$ cat src/rtl/pipeline_pkg.sv
// Shared types and constants for the memory port arbiter.
package pipeline_pkg;

    typedef enum logic [1:0] {
        IDLE,
        ACCESS,
        WAIT,
        RESP
    } arb_state_t;

    typedef enum logic {
        GRANT_IF = 1'b0,
        GRANT_DM = 1'b1
    } grant_t;

    localparam int unsigned DEFAULT_MEM_LAT = 1;
    localparam int unsigned CNT_W           = 4;

endpackage

$ cat src/rtl/mem_port_arbiter_if.sv
// Requester and memory-side signals of the arbiter; slave is the arbiter, master the environment.
interface mem_port_arbiter_if #(
    parameter int unsigned ADDR_W = 32,
    parameter int unsigned DATA_W = 32
);
    logic              if_req;
    logic [ADDR_W-1:0] if_addr;
    logic [DATA_W-1:0] if_rdata;
    logic              if_ready;
    logic              dm_read;
    logic              dm_write;
    logic              dm_lb;
    logic [ADDR_W-1:0] dm_addr;
    logic [DATA_W-1:0] dm_wdata;
    logic [DATA_W-1:0] dm_rdata;
    logic              dm_ready;
    logic              stall;
    logic              mem_en;
    logic              mem_we;
    logic [ADDR_W-1:0] mem_addr;
    logic [DATA_W-1:0] mem_wdata;
    logic [DATA_W-1:0] mem_rdata;

    modport master (
        output if_req, if_addr, dm_read, dm_write, dm_lb, dm_addr, dm_wdata, mem_rdata,
        input  if_rdata, if_ready, dm_rdata, dm_ready, stall, mem_en, mem_we, mem_addr, mem_wdata
    );

    modport slave (
        input  if_req, if_addr, dm_read, dm_write, dm_lb, dm_addr, dm_wdata, mem_rdata,
        output if_rdata, if_ready, dm_rdata, dm_ready, stall, mem_en, mem_we, mem_addr, mem_wdata
    );
endinterface

$ cat src/rtl/byte_load_ext.sv
// Load result formatting: sign-extended byte for lb, word passthrough otherwise.
module byte_load_ext (
    input  logic [31:0] word,
    input  logic [1:0]  addr,
    input  logic        lb,
    output logic [31:0] result
);
    logic [7:0] lane_byte;

    always_comb begin
        unique case (addr)
            2'd0:    lane_byte = word[7:0];
            2'd1:    lane_byte = word[15:8];
            2'd2:    lane_byte = word[23:16];
            default: lane_byte = word[31:24];
        endcase
        result = lb ? {{24{lane_byte[7]}}, lane_byte} : word;
    end
endmodule

$ cat src/rtl/mem_port_arbiter.sv
// Round-robin arbiter sharing one fixed-latency memory between instruction fetch and data access.
module mem_port_arbiter
    import pipeline_pkg::*;
#(
    parameter int unsigned ADDR_W  = 32,
    parameter int unsigned DATA_W  = 32,
    parameter int unsigned MEM_LAT = DEFAULT_MEM_LAT
) (
    input logic               clk,
    input logic               reset,
    mem_port_arbiter_if.slave bus
);
    localparam logic [CNT_W-1:0] LAT = CNT_W'(MEM_LAT);

    arb_state_t        state;
    grant_t            grant;
    grant_t            last_grant;
    grant_t            pick;
    logic              we;
    logic              lb;
    logic [1:0]        lane;
    logic [CNT_W-1:0]  cnt;
    logic              dm_req;
    logic [ADDR_W-1:0] req_addr;
    logic [DATA_W-1:0] load_data;

    assign dm_req    = bus.dm_read | bus.dm_write;
    assign bus.stall = (bus.if_req & ~bus.if_ready) | (dm_req & ~bus.dm_ready);

    // Data wins a tie unless it was the one served last
    always_comb begin
        pick = GRANT_IF;
        if (dm_req && (!bus.if_req || last_grant == GRANT_IF)) pick = GRANT_DM;
        req_addr = (pick == GRANT_DM) ? bus.dm_addr : bus.if_addr;
    end

    byte_load_ext u_ext (
        .word   (bus.mem_rdata),
        .addr   (lane),
        .lb     (lb),
        .result (load_data)
    );

    always_ff @(posedge clk or negedge reset) begin
        if (!reset) begin
            state         <= IDLE;
            grant         <= GRANT_IF;
            last_grant    <= GRANT_IF;
            we            <= 1'b0;
            lb            <= 1'b0;
            lane          <= '0;
            cnt           <= '0;
            bus.if_ready  <= 1'b0;
            bus.dm_ready  <= 1'b0;
            bus.if_rdata  <= '0;
            bus.dm_rdata  <= '0;
            bus.mem_en    <= 1'b0;
            bus.mem_we    <= 1'b0;
            bus.mem_addr  <= '0;
            bus.mem_wdata <= '0;
        end else begin
            unique case (state)
                IDLE: begin
                    // Memory strobes are registered, so they are loaded on entry to ACCESS
                    if (bus.if_req || dm_req) begin
                        grant         <= pick;
                        we            <= (pick == GRANT_DM) && bus.dm_write;
                        lb            <= (pick == GRANT_DM) && bus.dm_read && !bus.dm_write && bus.dm_lb;
                        lane          <= req_addr[1:0];
                        bus.mem_en    <= 1'b1;
                        bus.mem_we    <= (pick == GRANT_DM) && bus.dm_write;
                        bus.mem_addr  <= {req_addr[ADDR_W-1:2], 2'b00};
                        bus.mem_wdata <= bus.dm_wdata;
                        state         <= ACCESS;
                    end
                end
                ACCESS: begin
                    bus.mem_en <= 1'b0;
                    bus.mem_we <= 1'b0;
                    cnt        <= LAT;
                    state      <= WAIT;
                end
                WAIT: begin
                    cnt <= cnt - 1'b1;
                    if (cnt == CNT_W'(1)) begin
                        if (grant == GRANT_IF) begin
                            bus.if_rdata <= bus.mem_rdata;
                            bus.if_ready <= 1'b1;
                        end else begin
                            bus.dm_rdata <= we ? '0 : load_data;
                            bus.dm_ready <= 1'b1;
                        end
                        state <= RESP;
                    end
                end
                RESP: begin
                    bus.if_ready <= 1'b0;
                    bus.dm_ready <= 1'b0;
                    last_grant   <= grant;
                    state        <= IDLE;
                end
                default: state <= IDLE;
            endcase
        end
    end
endmodule

$ cat src/flat_wrapper.sv
// flat-port wrapper written by rule: the top's interface ports become plain ports
module mem_port_arbiter_flat import pipeline_pkg::*;
#(
    parameter int unsigned ADDR_W  = 32,
    parameter int unsigned DATA_W  = 32,
    parameter int unsigned MEM_LAT = DEFAULT_MEM_LAT
)
  (clk, reset, bus_if_req, bus_if_addr, bus_dm_read, bus_dm_write, bus_dm_lb, bus_dm_addr, bus_dm_wdata, bus_mem_rdata, bus_if_rdata, bus_if_ready, bus_dm_rdata, bus_dm_ready, bus_stall, bus_mem_en, bus_mem_we, bus_mem_addr, bus_mem_wdata);
  mem_port_arbiter_if #(.ADDR_W(ADDR_W), .DATA_W(DATA_W)) bus_i ();
  input logic clk;
  input logic reset;
  input wire logic [$bits(bus_i.if_req)-1:0] bus_if_req;
  input wire logic [$bits(bus_i.if_addr)-1:0] bus_if_addr;
  input wire logic [$bits(bus_i.dm_read)-1:0] bus_dm_read;
  input wire logic [$bits(bus_i.dm_write)-1:0] bus_dm_write;
  input wire logic [$bits(bus_i.dm_lb)-1:0] bus_dm_lb;
  input wire logic [$bits(bus_i.dm_addr)-1:0] bus_dm_addr;
  input wire logic [$bits(bus_i.dm_wdata)-1:0] bus_dm_wdata;
  input wire logic [$bits(bus_i.mem_rdata)-1:0] bus_mem_rdata;
  output wire logic [$bits(bus_i.if_rdata)-1:0] bus_if_rdata;
  output wire logic [$bits(bus_i.if_ready)-1:0] bus_if_ready;
  output wire logic [$bits(bus_i.dm_rdata)-1:0] bus_dm_rdata;
  output wire logic [$bits(bus_i.dm_ready)-1:0] bus_dm_ready;
  output wire logic [$bits(bus_i.stall)-1:0] bus_stall;
  output wire logic [$bits(bus_i.mem_en)-1:0] bus_mem_en;
  output wire logic [$bits(bus_i.mem_we)-1:0] bus_mem_we;
  output wire logic [$bits(bus_i.mem_addr)-1:0] bus_mem_addr;
  output wire logic [$bits(bus_i.mem_wdata)-1:0] bus_mem_wdata;
  assign bus_i.if_req = bus_if_req;
  assign bus_i.if_addr = bus_if_addr;
  assign bus_i.dm_read = bus_dm_read;
  assign bus_i.dm_write = bus_dm_write;
  assign bus_i.dm_lb = bus_dm_lb;
  assign bus_i.dm_addr = bus_dm_addr;
  assign bus_i.dm_wdata = bus_dm_wdata;
  assign bus_i.mem_rdata = bus_mem_rdata;
  assign bus_if_rdata = bus_i.if_rdata;
  assign bus_if_ready = bus_i.if_ready;
  assign bus_dm_rdata = bus_i.dm_rdata;
  assign bus_dm_ready = bus_i.dm_ready;
  assign bus_stall = bus_i.stall;
  assign bus_mem_en = bus_i.mem_en;
  assign bus_mem_we = bus_i.mem_we;
  assign bus_mem_addr = bus_i.mem_addr;
  assign bus_mem_wdata = bus_i.mem_wdata;
  mem_port_arbiter #(.ADDR_W(ADDR_W), .DATA_W(DATA_W), .MEM_LAT(MEM_LAT)) u_core (.clk(clk), .reset(reset), .bus(bus_i));
endmodule
$ cat config.mk
export PLATFORM = sky130hd
export DESIGN_NAME = mem_port_arbiter_flat
export DESIGN_NICKNAME = d
export VERILOG_FILES = /design/src/rtl/pipeline_pkg.sv /design/src/rtl/mem_port_arbiter_if.sv /design/src/rtl/byte_load_ext.sv /design/src/rtl/mem_port_arbiter.sv /design/src/flat_wrapper.sv
export SDC_FILE = /design/constraint.sdc
export NUM_CORES = 1
export LEC_CHECK = 0
export CORE_ASPECT_RATIO = 1.5
export CORE_MARGIN = 2
export CORE_UTILIZATION = 39
export DETAILED_ROUTE_END_ITERATION = 10
export GPL_TIMING_DRIVEN = 0
export MAX_ROUTING_LAYER = met4
export PLACE_DENSITY = 0.77
export SYNTH_ARGS = -nofsm -noshare
export SYNTH_HDL_FRONTEND = slang
export SYNTH_SLANG_ARGS = --single-unit
export TNS_END_PERCENT = 10
$ cat constraint.sdc
create_clock -name clk -period 1.7 [get_ports clk]
set_input_delay 0.425 -clock clk [delete_from_list [all_inputs] [get_ports clk]]
set_output_delay 0.425 -clock clk [all_outputs]
set_load 0.02 [all_outputs]
==> metrics.md, run 1 <==
| Metric | Value |
|---|---|
| GPL Wtd Cong | 0.8543 |
| N_diodes | 0 |
| Status | finished, violations left |
| Die Ht | 161.5 um |
| Row count | 57 |
| Pwr per Cell Area | 1962 nW/um2 |
| Post-synth EDFFs | 0 |
| Port buffer count | 264 |
| RSZ-0062 raised after global routing | yes |
| Synthesized cell area | 6446 um2 |
| Async S/R FF share, synth | 100.0% |
| Post-synth top flop | dfrtp_1 |
| CTS tree | yes |
| Final setup viols | 8 |
| Setup TNS | -0.1199 ns |
| Switching share of total power | 39.07% |
| FF+latch count, synth | 142 |
| Vias in the first global route | 5582 |
| CP required | 2.03 ns |
| CP Launch Type | flip-flop |
| Root buf cell | clkbuf_16 |
| Total of max-cap violations | 0 |
| Actual slew at the worst max-slew pin | 0.7523 ns |
| Post-synth top area cell | dfrtp_1 |
| Top cell type's share of synthesized area | 55.12% |
| Final Worst Setup Slack | -0.02902 ns |
| Fin crit period | 1.729 ns |
| IO Pins | 267 |
| Vias per cell | 5.341 |
| Vias | 5314 |
| Hold Crit Class | in2async |
| Reg power frac | 30.4% |
| Max IR drop VDD | 0.8544 mV |
| NumNets Final | 916 |
| Most frequent cells in the layout | dfrtp_1 (142), dlygate4sd2_1 (131), clkdlybuf4s50_1 (129), mux2_2 (44), nand2_1 (38) |
| Synth Warn # | 0 |
| Largest net degree at the start of global routing | 83 |
| Clock network power share | 18.8% |
| Crit Path Class | reg2reg |
| Area contributors post-synth | dfrtp_1 (55%), mux2_2 (7.7%), mux2_4 (7.0%), mux2i_1 (5.1%), a222oi_1 (5.0%) |
| Detailed-route wire length per cell | 20.43 um |
| Commonest non-fill, non-tap cell in the layout | dfrtp_1 |
| Slew Limit Fails | 0 |
| Clk_skew | 0.009632 ns |
| DP Area | 9379 um2 |
| Die width | 109.0 um |
| Global Route Usage Sum | 23.84% |
| Total CTS buffers | 17 |
| Antenna violations before repair | 0 |
| Area Overhead vs Synth | 54.79% |
| Final ANT Viol Nets | 0 |
| Comb pwr share | 50.8% |
| Grt ovf | 0 |
| Post-DP HPWL | 15120 um |
| Pint | 0.01193 W |
| Pleak | 4.603 nW |
| Worst Setup End Kind | flip-flop |
| Achievable Freq | 578.4 MHz |
| Mapped Cells | 482 |
| Core area | 16190 um2 |
| # DRC | 0 |
| CTS sink cnt | 142 |
| Starting Density | 39.82% |
| Crit-path max FO | 10 |
| Crit share post-route | 101.7% |
| Worst-path clk slew | 0.06 ns |
| Post-synthesis cell type count | 42 |
| Clock H-tree levels | 4 |
| First-pass GRT wire length | 30760 um |
| Final hold vios | 0 |
| Final WL | 20330 um |
| Failing checks | negative setup slack |
| CP arrival | 2.06 ns |
| Rel. slew slack | 49.85% |
| Die footprint | 17590 um2 |
| Sequential area share after synthesis | 55.12% |
| Drt first pass iters | 7 |
| DR iter-0 viols | 453 |
| # hold bufs at CTS | 0 |
| Clk_lat worst skew | 0.42 ns |
| Mean Syn Cell Area | 13.37 um2 |
| Share of cells above drive strength 1 | 21.04% |
| Clock Path Buffers | 2 |
| Fin area | 9978 um2 |
| Switching pwr | 0.007649 W |
registers in the layout, summed over array words and instances, names as in the netlist:
| name | count |
|---|---|
| u_core.we | 1 |
| u_core.bus.mem_addr | 30 |
| u_core.bus.dm_ready | 1 |
| u_core.bus.if_rdata | 32 |
| u_core.lane | 2 |
| u_core.cnt | 4 |
| u_core.bus.mem_we | 1 |
| u_core.grant | 1 |
| u_core.bus.dm_rdata | 32 |
| u_core.bus.mem_en | 1 |
| u_core.bus.mem_wdata | 32 |
| u_core.bus.if_ready | 1 |
| u_core.state | 2 |
| u_core.lb | 1 |
| u_core.last_grant | 1 |
logic make-up after synthesis:
logic type	count (synthesis)	share of synthesized area, %
DFF	142	55.12
other	1	0.05817
adders and majority gates	6	1.165
AOI/OAI and AO/OA	118	14.42
buffers and inverters	51	5.182
and+or+nand+nor	57	4.251
muxes	107	19.80
layer usage:
metal  vias up  routed length [um]  global-route usage [%]  share of wire, %
met2       246               11070                   40.54                54
met4         0                 630                   10.14               3.1
li1       2403                   -                       -                 -
met5         -                   0                       -                 0
met1      2621                7598                   27.61                37
met3        44                1029                   3.713               5.1
worst paths after layout:
path,startpoint,to,slack [ns],cells past startpoint
min in group clk,u_core.bus.mem_addr[30],u_core.bus.mem_addr[30],0.47,2
min,reset,u_core.bus.if_rdata[29],0.05,1
max reg2reg,u_core.state[0],u_core.bus.dm_rdata[31],-0.03,6
max in group asynchronous,reset,u_core.bus.mem_wdata[17],0.87,2
max,u_core.state[0],u_core.bus.dm_rdata[31],-0.03,6
min reg2reg,u_core.bus.mem_addr[30],u_core.bus.mem_addr[30],0.47,2
metrics by stage:
| stage | std cells | power (W) | hold slack (ns) | utilization, % | setup WS (ns) |
|---|---|---|---|---|---|
| floorplan | 483 | 0.01194 | 0.1294 | - | 0.009616 |
| global placement | 953 | 0.01627 | 0.4644 | 57.76 | -5.154 |
| detailed placement | 954 | 0.01659 | 0.4686 | 57.93 | -0.6729 |
| CTS | 993 | 0.01952 | 0.07982 | 61.25 | 0.004879 |
| global route | 995 | 0.02062 | 0.1231 | 61.64 | -0.09059 |
| finish | 995 | 0.01958 | 0.05081 | 61.64 | -0.02902 |
what timing repair did:
item / 4_1_cts / 5_1_grt
cloned: 3 / 0
gates resized for setup: 150 / 21
setup endpoints to repair: 223 / 80
pin swaps: 1 / 1
buffers inserted: 4 / 2
synthesized netlist by cell type (2+ instances only):
master / instances
nor3_1: 3
ha_1: 6
buf_6: 7
buf_4: 6
inv_1: 10
dfrtp_1: 142
mux2i_1: 33
buf_2: 14
o21ai_1: 4
o21ai_0: 36
mux2_4: 30
nor2b_1: 2
nand2_1: 38
a21oi_1: 5
buf_12: 3
clkbuf_1: 9
o2bb2ai_1: 32
nand3_1: 3
nor2_1: 2
mux2_2: 44
a222oi_1: 32
power by group through the flow:
stage,registers [W],clock network (W),logic (W)
2_1_floorplan,0.00767,0,0.00427
3_3_place_gp,0.00595,0,0.0103
3_5_place_dp,0.00604,0,0.0105
4_1_cts,0.00596,0.00373,0.00982
5_1_grt,0.00615,0.00392,0.0106
6_report,0.00595,0.00367,0.00995
layout make-up:
class | instances | area, um2
repair buffers | 274 | 2596
flip-flops and latches | 142 | 3553
clock buffers | 24 | 521.8
inverters | 10 | 37.54
fillers | 1314 | 6211
multi-input cells | 290 | 2626
well taps | 206 | 257.7
clock inverters | 8 | 78.83
plain buffers | 41 | 306.5
critical path, stage by stage, from the launching register on:
cell	delay (ns)
dfrtp_1	0.39
inv_2	0.09
ha_4	0.16
and4bb_2	0.29
nand3b_1	0.25
buf_4	0.28
o2bb2ai_1	0.17
No activity file was read; power rests on OpenSTA's default activity.
==> inputs of run 2 (changes only) <==
- CORE_ASPECT_RATIO: 1.5 -> unset
- CORE_UTILIZATION: 39 -> 30
- PLACE_DENSITY: 0.77 -> unset
==> metrics.md, run 2 (synthesis gave the netlist of run 1 again) <==
| Metric | Value |
|---|---|
| Pwr per Cell Area | 1955 nW/um2 |
| Total CTS buffers | 17 |
| GR Util met2 | 28.68% |
| Max IR drop VDD | 0.6434 mV |
| Switching share of total power | 38.72% |
| Most frequent cells in the layout | dfrtp_1 (141), dlygate4sd2_1 (130), clkdlybuf4s50_1 (128), mux2_2 (39), nand2_1 (38) |
| Vias in the first global route | 5520 |
| Worst Setup End Kind | flip-flop |
| Tot Pwr | 0.01989 W |
| Clock Path Buffers | 2 |
| Final hold slack | 0.3971 ns |
| Share of cells above drive strength 1 | 22.19% |
| Worst R2R Path Depth | 7 |
| Multi-input logic area | 2658 um2 |
| Final Worst Setup Slack | 0.02228 ns |
| Vias per cell | 4.927 |
| Die width | 150.6 um |
| Starting Density | 30.57% |
| Most crowded layer after global routing | met2 |
| Rel. slew slack | 59.83% |
| Worst-path clk slew | 0.06 ns |
| Filler Cell Count | 1898 |
| Regs by FF count | u_core.bus.dm_rdata: 32 flops, u_core.bus.if_rdata: 32 flops, u_core.bus.mem_wdata: 32 flops |
| Crit path capture | u_core.bus.if_rdata[18] |
| GR Util met1 | 22.74% |
| CTS sink cnt | 142 |
| Crit path launch | u_core.state[0] |
| Crit share post-route | 98.69% |
| Detailed-route wire length per cell | 18.85 um |
| Die Ht | 150.6 um |
| Status | complete, no violations |
| Die footprint | 22680 um2 |
| Root buf cell | clkbuf_16 |
| IO Pins | 267 |
| R2r endpoint | u_core.bus.if_rdata[18] |
| Core area | 21090 um2 |
| Commonest non-fill, non-tap cell in the layout | dfrtp_1 |
| Clk_skew | 0.009171 ns |
| First-pass GRT wire length | 30550 um |
| Achievable Freq | 596.0 MHz |
| CTS tree | yes |
| Comb pwr share | 50.5% |
| Setup WS pre-CTS | -0.6642 ns |
| Switching pwr | 0.007702 W |
| CP Launch Type | flip-flop |
| Largest net degree at the start of global routing | 81 |
| FF+latch area | 3555 um2 |
| Clock network power share | 19.7% |
| Fin crit period | 1.678 ns |
| Crit Path Class | reg2reg |
| Final WL | 20130 um |
| Actual slew at the worst max-slew pin | 0.6026 ns |
| Vias | 5262 |
| CP required | 2.01 ns |
| Row count | 53 |
| Port buffer count | 264 |
| Final setup viols | 0 |
| Final ANT Viol Nets | 0 |
| Slew Limit Fails | 0 |
| Final hold vios | 0 |
| Pint | 0.01219 W |
| CP arrival | 1.98 ns |
| Area Overhead vs Synth | 57.84% |
| Total of max-cap violations | 0 |
| Post-DP HPWL | 15080 um |
| Clock H-tree levels | 4 |
| Hold Path Depth | 3 |
| Crit-path max FO | 5 |
| Drt first pass iters | 6 |
| DR iter-0 viols | 436 |
| R2r setup slk | 0.02 ns |
| Global Route Usage Sum | 18.18% |
| Clk_lat worst skew | 0.42 ns |
| Grt ovf | 0 |
| Hold Crit Class | in2reg |
| N_diodes | 0 |
| GPL Wtd Cong | 0.7992 |
| Reg2reg start | u_core.state[0] |
| NumNets Final | 920 |
| Pleak | 4.666 nW |
| # DRC | 0 |
| GR Util met3 | 3.818% |
| RSZ-0062 raised after global routing | yes |
| Antenna violations before repair | 0 |
| Reg power frac | 29.8% |
[run 2: worst min-delay path by stage]
stage,start,end,slack [ns]
3_3_place_gp,u_core.bus.mem_addr[11],u_core.bus.mem_addr[11],0.46
6_report,bus_dm_read,u_core.lb,0.40
2_1_floorplan,reset,u_core.bus.dm_rdata[0],0.13
3_5_place_dp,reset,u_core.bus.mem_wdata[29],0.46
5_1_grt,bus_mem_rdata[23],u_core.bus.if_rdata[23],0.39
4_1_cts,bus_dm_write,u_core.lb,0.44
[run 2: repair_timing]
item,CTS,global route
setup endpoints to repair,224,92
hold buffers,1,0
buffers inserted,7,3
hold endpoints to repair,5,0
gates resized for setup,159,17
pin swaps,2,5
gates cloned,1,1
[run 2: cell type report]
cell class              count  area share [%]
flip-flops and latches    142           34.94
multi-input cells         290           26.12
repair buffers            278           25.98
clock buffers              20           4.587
well taps                 275           3.382
plain buffers              41           3.074
clock inverters            12           1.549
inverters                  10          0.3689
[run 2: power by group through the flow]
stage / clock (W) / sequential, W / combinational (W)
after floorplan: 0 / 0.00767 / 0.00427
after global placement: 0 / 0.00595 / 0.0104
after detailed placement: 0 / 0.00601 / 0.0106
after CTS: 0.00401 / 0.00593 / 0.0100
after global routing: 0.00421 / 0.00614 / 0.0107
final: 0.00392 / 0.00593 / 0.0100
[run 2: critical path, stage by stage, from the launching register on]
cell and delay [ns]:
dfrtp_1 0.40, inv_2 0.09, ha_4 0.15, nand4bb_4 0.12
nor2_4 0.22, buf_12 0.14, buf_16 0.11, mux2_2 0.32
[run 2: metal layers]
| layer | wire length, um | vias up | part of all wire (%) |
|---|---|---|---|
| met4 | 588 | 0 | 2.9 |
| met2 | 9864 | 228 | 49 |
| met1 | 8368 | 2586 | 42 |
| met3 | 1313 | 36 | 6.5 |
| li1 | - | 2412 | - |
| met5 | 0 | - | 0 |
[run 2: per-stage QoR]
| stage | cells | utilization, % | instance area [um2] | TNS, ns |
|---|---|---|---|---|
| global route | 1068 | 48.25 | 10170 | -1.697 |
| CTS | 1064 | 47.92 | 10110 | -0.04859 |
| global placement | 1022 | 44.75 | 9437 | -798.63 |
| detailed placement | 1023 | 44.89 | 9465 | -47.39 |
| finish | 1068 | 48.25 | 10170 | 0 |
| floorplan | 483 | - | 6450 | 0 |
==> inputs of run 3 (changes only) <==
- CORE_MARGIN: 2 -> unset
==> metrics.md, run 3 (synthesis gave the netlist of run 1 again) <==
| Metric | Value |
|---|---|
| Status | complete, no violations |
| Final WL | 19920 um |
| Reg power frac | 29.1% |
| IO Pins | 267 |
| Comb pwr share | 50.5% |
| Crit path launch | u_core.state[0] |
| Final ANT Viol Nets | 0 |
| R2r endpoint | u_core.bus.if_rdata[22] |
| Pleak | 4.766 nW |
| # DRC | 0 |
| Grt ovf | 0 |
| CTS sink cnt | 142 |
| Vias | 5267 |
| CTS tree | yes |
| Pwr per Cell Area | 1981 nW/um2 |
| Crit path capture | u_core.bus.if_rdata[22] |
| Largest net degree at the start of global routing | 93 |
| Placed insts | 1023 |
| Root buf cell | clkbuf_16 |
| Clk_lat worst skew | 0.42 ns |
| Worst-path clk slew | 0.06 ns |
| Die width | 148.6 um |
| N_diodes | 0 |
| Reg2reg start | u_core.state[0] |
| Final hold vios | 0 |
| Pint | 0.01264 W |
| Worst R2R Path Depth | 6 |
| Crit-path max FO | 7 |
| Actual slew at the worst max-slew pin | 0.5761 ns |
| Row count | 53 |
| Clock H-tree levels | 4 |
| Switching share of total power | 38.00% |
| Slew Limit Fails | 0 |
| Worst Setup End Kind | flip-flop |
| R2r setup slk | 0.01 ns |
| Final setup viols | 0 |
| Antenna violations before repair | 0 |
| Detailed-route wire length per cell | 18.69 um |
| Max IR drop VDD | 0.6737 mV |
| Hold Crit Class | in2reg |
| Layout Utilization | 48.97% |
| Clock network power share | 20.3% |
| Regs by FF count | u_core.bus.dm_rdata: 32 flops, u_core.bus.if_rdata: 32 flops, u_core.bus.mem_wdata: 32 flops |
| Final non-filler cell total | 1066 |
| CP Launch Type | flip-flop |
| Vias per cell | 4.941 |
| Share of cells above drive strength 1 | 21.37% |
| Die Ht | 148.6 um |
| Rel. slew slack | 61.34% |
| Post-DP HPWL | 14730 um |
| Total of max-cap violations | 0 |
| Tot Pwr | 0.02039 W |
| Crit share post-route | 99.26% |
| Die footprint | 22080 um2 |
| RSZ-0062 raised after global routing | yes |
| Vias in the first global route | 5491 |
| Switching pwr | 0.007747 W |
| Clock Path Buffers | 2 |
| Core area | 21020 um2 |
| CP arrival | 1.99 ns |
| Area Overhead vs Synth | 59.69% |
| Starting Density | 30.66% |
| Port buffer count | 264 |
| DR iter-0 viols | 360 |
| Achievable Freq | 592.6 MHz |
| Filler Cell Count | 1910 |
| Drt first pass iters | 5 |
| Clk_skew | 0.009496 ns |
| Global Route Usage Sum | 18.81% |
| NumNets Final | 918 |
| Final hold slack | 0.3928 ns |
| CP required | 2.00 ns |
| Commonest non-fill, non-tap cell in the layout | dfrtp_1 |
| Most frequent cells in the layout | dfrtp_1 (142), dlygate4sd2_1 (131), clkdlybuf4s50_1 (127), mux2_4 (56), nand2_1 (37) |
| Fin crit period | 1.687 ns |
| Crit Path Class | reg2reg |
| First-pass GRT wire length | 30840 um |
| GPL Wtd Cong | 0.8064 |
| Total CTS buffers | 17 |
[run 3: timing repair]
action                                  CTS  global route
gates resized for setup                 158            46
hold buffers                              1             0
buffers inserted                          6             3
endpoints found under the setup margin  226            97
pin swaps                                 2             6
cloned                                    1             0
hold endpoints to repair                 50             0
[run 3: critical path: stages (launching register included)]
cell and delay, ns:
dfrtp_1 0.39, inv_2 0.09, ha_4 0.18, nand4bb_4 0.13, nor2_4 0.16, bufbuf_16 0.29, mux2_2 0.32
[run 3: cell type report]
type / count / area, um2 / share of cell area (%)
flip-flops and latches: 142 / 3553 / 34.52
multi-input cells: 290 / 2723 / 26.45
repair buffers: 276 / 2633 / 25.57
clock buffers: 19 / 442.9 / 4.303
plain buffers: 41 / 347.8 / 3.379
well taps: 275 / 344.1 / 3.343
clock inverters: 13 / 212.7 / 2.066
inverters: 10 / 37.54 / 0.3647
[run 3: layer usage]
layer / track usage [%] / wire length [um] / vias to the layer above
met4: 5.876 / 439 / 0
met3: 4.693 / 1317 / 34
met5: - / 0 / -
met1: 23.61 / 8543 / 2616
li1: - / - / 2410
met2: 29.72 / 9620 / 207
[run 3: power groups by stage]
stage                     registers, W  logic, W  clock network (W)
after floorplan                0.00767   0.00427                  0
after global placement         0.00595    0.0104                  0
after detailed placement       0.00601    0.0106                  0
after CTS                      0.00594   0.00998            0.00422
after global routing           0.00616    0.0110            0.00437
final                          0.00594    0.0103            0.00414
[run 3: how the worst min path moves through the flow]
stage                             from                       to  depth (start not counted)
3_5_place_dp                     reset  u_core.bus.if_rdata[30]                          1
4_1_cts                   bus_dm_write                u_core.lb                          2
6_report             bus_mem_rdata[23]  u_core.bus.if_rdata[23]                          2
5_1_grt              bus_mem_rdata[23]  u_core.bus.if_rdata[23]                          2
2_1_floorplan                    reset   u_core.bus.dm_rdata[0]                          0
3_3_place_gp   u_core.bus.mem_addr[12]  u_core.bus.mem_addr[12]                          2
[run 3: stage by stage]
step	cell area, um2	setup TNS [ns]	setup slack, ns
final	10290	0	0.01258
after global routing	10290	-2.480	-0.07045
after CTS	10130	-0.06885	-0.01508
after detailed placement	9465	-45.83	-0.6627
after global placement	9437	-812.20	-5.438
after floorplan	6450	0	0.009616
==> edit 1, RTL diff (flow settings as in run 2) <==
Encoding of `arb_state_t`: now one-hot (4 bits for 4 states).
--- a/src/rtl/pipeline_pkg.sv
+++ b/src/rtl/pipeline_pkg.sv
@@ -1,11 +1,11 @@
 // Shared types and constants for the memory port arbiter.
 package pipeline_pkg;
 
-    typedef enum logic [1:0] {
-        IDLE,
-        ACCESS,
-        WAIT,
-        RESP
+    typedef enum logic [3:0] {
+        IDLE   = 4'b0001,
+        ACCESS = 4'b0010,
+        WAIT   = 4'b0100,
+        RESP   = 4'b1000
     } arb_state_t;
 
     typedef enum logic {
Check against the original RTL: no difference found for any inputs over 4 cycles, from zero or initial values and one cycle with reset low; so few cycles prove little.
==> edit 1 against run 2 <==
  * Total power grew 10%
  * The run now ends with setup timing left
  * First-iteration DRC count decreased by 38%
  * Highest routed layer unchanged
  * Hold slack better by 92 ps
  * Sequential share of layout area decreased by 1.7 points
  * Final area grew 6.9%
  * Sequential cell count is 2 higher
  * Maximum frequency is 17% lower
  * Critical endpoint is now u_core.bus.if_rdata[13]
  * Critical path depth shrank 2
  * Routed wire length up 9.8%
  * Area after synthesis grew 0.27%
  * Die area increased by 0.27%
  * Utilization increased by 3.3 points
  * Setup slack worse by 340 ps
==> edit 1: results <==
metrics = {
    "status": {
        "status": "finished with violations",
        "violations": "setup timing",
    },
    "synthesis": {
        "seq_area_frac_synth": 0.558,
        "synth_common_cells": "143 x dfrtp_1, 134 x mux2_2, 50 x o31ai_1",
        "synthXorXnorAreaFrac": 0.00136,
        "synth.area.mux_share": 0.242,
        "synth_compound_area_frac": 0.128,
        "synth_area_leaders": "dfrtp_1 55%, mux2_2 23%, o31ai_1 5.8%, o21bai_1 2.9%, o2bb2ai_1 1.4%",
        "ys_ff_latch": 144,
        "synth_cell_type_count": 46,
    },
    "critical_path": {
        "slowest_stage": "or4b_4",
        "reg2reg_depth": 5,
        "max_stage_delay_ps": 590,
        "r2r_start": "u_core.state[1]",
        "cp.arrival_ps": 2320,
    },
    "pwr": {
        "power.internal_w": 0.0135,
        "ir_worst_vdd_mv": 0.827,
        "p_leak_nw": 4.87,
    },
    "routing": {
        "viasPerCell": 4.99,
        "totalWireLength_mm": 22.1,
        "dr_total_vias": 5326,
        "drtIter0Drc": 270,
    },
    "cts": {
        "cts_setup_buffers": 17,
        "cts_resized": 258,
    },
    "cells_and_area": {
        "multi_input_area_share": 0.283,
        "buffers_excl_clock": 330,
        "final-clk-cell-share": 0.0557,
        "nFillCells": 1901,
        "nonClkBufAreaFrac": 0.295,
        "final_nets": 916,
        "regArea_um2": 3610,
        "layout-drive-gt1-share": 0.317,
        "area_growth_pct": 68.2,
    },
    "min_path": {
        "whs_path_depth": 1,
        "hold_path.class": "register to register",
    },
    "timing": {
        "max_slew_margin": 0.585,
        "whs_ps": 489,
        "finalSetupViolCount": 129,
        "tns_ps": -19000,
        "worst_slack_ps": -315,
    },
    "placement": {
        "place_area_um2": 9500,
        "dpl.cell_count": 1011,
        "dpl.hpwl_mm": 15.9,
    },
    "global_routing": {
        "grt_pass1_vias": 5820,
        "grt_pass1_wl_mm": 33.0,
        "grtUsageTotal": 0.199,
    },
}
[edit 1: cell types whose count changed after synthesis, moves of 22 or more]
cell | before | now
o21bai_1 | 0 | 25
mux2_2 | 44 | 134
o2bb2ai_1 | 32 | 10
mux2i_1 | 33 | 3
o21ai_0 | 36 | 3
a222oi_1 | 32 | 7
mux2_4 | 30 | 0
nand2_1 | 38 | 3
o31ai_1 | 1 | 50
[edit 1: how the worst max path moves through the flow]
stage                         start                       end  slack (ps)  depth (start not counted)
global route        u_core.state[1]   u_core.bus.if_rdata[13]        -360                          5
CTS                   u_core.cnt[1]   u_core.bus.if_rdata[19]        -280                          7
finish              u_core.state[1]   u_core.bus.if_rdata[13]        -320                          5
floorplan           u_core.state[1]   u_core.bus.if_rdata[10]        -300                          5
global placement              reset  u_core.bus.mem_wdata[13]       -5690                          1
detailed placement     bus_dm_write            u_core.lane[0]       -1170                          5
[edit 1: layer usage]
metal	track usage	routed length (um)
met1	0.238	9100
met4	0.0715	543
met3	0.0602	1760
met5	-	0
met2	0.319	10700
==> edit 2, RTL diff (flow settings as in run 2) <==
Made on the original files. Reset style: synchronous (`reset`), changed in one clocked block.
--- a/src/rtl/mem_port_arbiter.sv
+++ b/src/rtl/mem_port_arbiter.sv
@@ -41,7 +41,7 @@
         .result (load_data)
     );
 
-    always_ff @(posedge clk or negedge reset) begin
+    always_ff @(posedge clk) begin
         if (!reset) begin
             state         <= IDLE;
             grant         <= GRANT_IF;
Function: differs if reset is asserted again (counterexample within 4 cycles, from zero or initial values and one cycle with reset low); with reset held inactive, the same outputs for 4 cycles.
==> edit 2 against run 2 <==
  * The run now ends with setup timing left
  * Sequential share of layout area decreased by 5.5 points
  * Count of clock-buffer cells in the layout increased by 2
  * Clock skew about the same
  * Setup slack got worse by 230 ps
  * Utilization increased by 1.2 points
  * Area after synthesis decreased by 6.2%
  * Sequential cell count unchanged
  * Hold slack improved by 3.6 ps
  * Routed wire length increased by 6.6%
  * Final area decreased by 4.8%
Power is not compared: it rests on default switching activity, and its combinational part moved more than twofold at a synthesized area within 25%.
==> edit 2: results <==
metrics = {
    "timing": {
        "worst_slack_ps": -212,
        "finalSetupViolCount": 36,
        "max_slew_margin": 0.509,
        "fin_skew_ps": 8.77,
        "tns_ps": -4340,
    },
    "routing": {
        "dr_total_vias": 5997,
        "drtIter0Drc": 253,
        "viasPerCell": 4.82,
        "dr.pass1.iters": 4,
        "totalWireLength_mm": 21.5,
    },
    "synthesis": {
        "seq_area_frac_synth": 0.470,
        "synth_enable_flop_cells": 0,
        "synth_async_sr_flop_share": 0,
        "synth_cell_type_count": 48,
        "post-synth-top-count-cell": "dfxtp_1",
        "synth_area_leaders": "dfxtp_1 47%, a21oi_1 8.5%, mux2i_1 7.0%, o21ai_0 5.7%, o32ai_2 4.8%",
        "synth_common_cells": "142 x dfxtp_1, 103 x a21oi_1, 77 x nand2_1",
        "synth_cells": 680,
    },
    "critical_path": {
        "r2r_start": "u_core.cnt[1]",
        "path_max_fanout": 8,
        "cp.arrival_ps": 2240,
        "rr_endpoint": "u_core.bus.dm_rdata[20]",
    },
    "cells_and_area": {
        "final_nets": 1107,
        "nFillCells": 1998,
        "layout-drive-gt1-share": 0.124,
    },
    "pwr": {
        "ir_worst_vdd_mv": 0.748,
    },
    "placement": {
        "dpl.cell_count": 1206,
        "dpl.hpwl_mm": 16.1,
        "gp_congestion": 0.779,
        "place_area_um2": 9000,
        "portBuffers": 260,
        "pre_cts_slack_ps": -672,
    },
    "status": {
        "status": "finished with violations",
        "violations": "setup timing",
    },
    "global_routing": {
        "grtUsageTotal": 0.203,
        "grt_start_max_net_pins": 17,
        "grt_pass1_wl_mm": 33.3,
        "grt_pass1_vias": 6079,
    },
    "min_path": {
        "hold_start": "bus_dm_write",
        "hold-path-endpoint": "u_core.bus.mem_we",
    },
    "cts": {
        "clk_pin_slew_ps": 60,
    },
}
## edit 2: critical path: stages (launching register included)
cell       delay (ps)
dfxtp_2           340
inv_4              60
ha_4              120
or3b_4            390
buf_12            150
a211o_4           390
clkbuf_16         190
o32ai_2           180
## edit 2: layout make-up
| class | instances | share of cell area |
|---|---|---|
| multi-input cells | 441 | 0.295 |
| flip-flops and latches | 142 | 0.294 |
| repair buffers | 267 | 0.262 |
| clock buffers | 22 | 0.0510 |
| plain buffers | 62 | 0.0404 |
| well taps | 265 | 0.0342 |
| inverters | 36 | 0.0142 |
| clock inverters | 9 | 0.00866 |
## edit 2: kinds of logic (layout without fill, tap and decap cells)
kind of cell | after synthesis | after routing | synth area share
flip-flops | 142 | 142 | 0.470
other | 1 | 2 | 0.000621
buffers and inverters | 99 | 396 | 0.0696
multiplexers | 43 | 43 | 0.0714
AO/OA/AOI/OAI | 230 | 231 | 0.258
AND/OR/NAND/NOR | 159 | 159 | 0.118
adder cells (fa/ha/maj) | 6 | 6 | 0.0124
## edit 2: what timing repair did
action / in CTS / in global routing
resized for setup: 165 / 59
endpoints found under the setup margin: 260 / 135
setup buffers: 1 / 4
pin swaps: 0 / 1
cloned: 0 / 3
## edit 2: routing by layer
layer | routed length [um] | global-route usage
met2 | 10200 | 0.333
met4 | 193 | 0.0451
met5 | 0 | -
met1 | 9450 | 0.245
met3 | 1600 | 0.0646
## edit 2: per-stage QoR
stage	hold WS (ps)	total power, W
2_1_floorplan	458	0.00708
4_1_cts	377	0.0129
3_5_place_dp	446	0.00937
6_report	401	0.0129
5_1_grt	412	0.0137
3_3_place_gp	441	0.00937
## edit 2: power breakdown
part / total [W] / leakage [nW] / internal [W] / switching [W]
combinational: 0.00491 / 2.65 / 0.00195 / 0.00297
sequential: 0.00436 / 1.16 / 0.00399 / 0.000375
clock: 0.00367 / 0.288 / 0.00220 / 0.00147
total: 0.0129 / 4.10 / 0.00814 / 0.00481
## edit 2: how the worst max path moves through the flow
stage	from	to	slack, ps
after floorplan	u_core.state[0]	u_core.bus.mem_addr[10]	-50
after global placement	bus_mem_rdata[15]	u_core.bus.dm_rdata[19]	-690
after detailed placement	u_core.state[1]	u_core.bus.mem_addr[22]	-670
after CTS	u_core.cnt[1]	u_core.bus.dm_rdata[29]	-210
after global routing	u_core.cnt[1]	u_core.bus.dm_rdata[29]	-260
final	u_core.cnt[1]	u_core.bus.dm_rdata[20]	-210
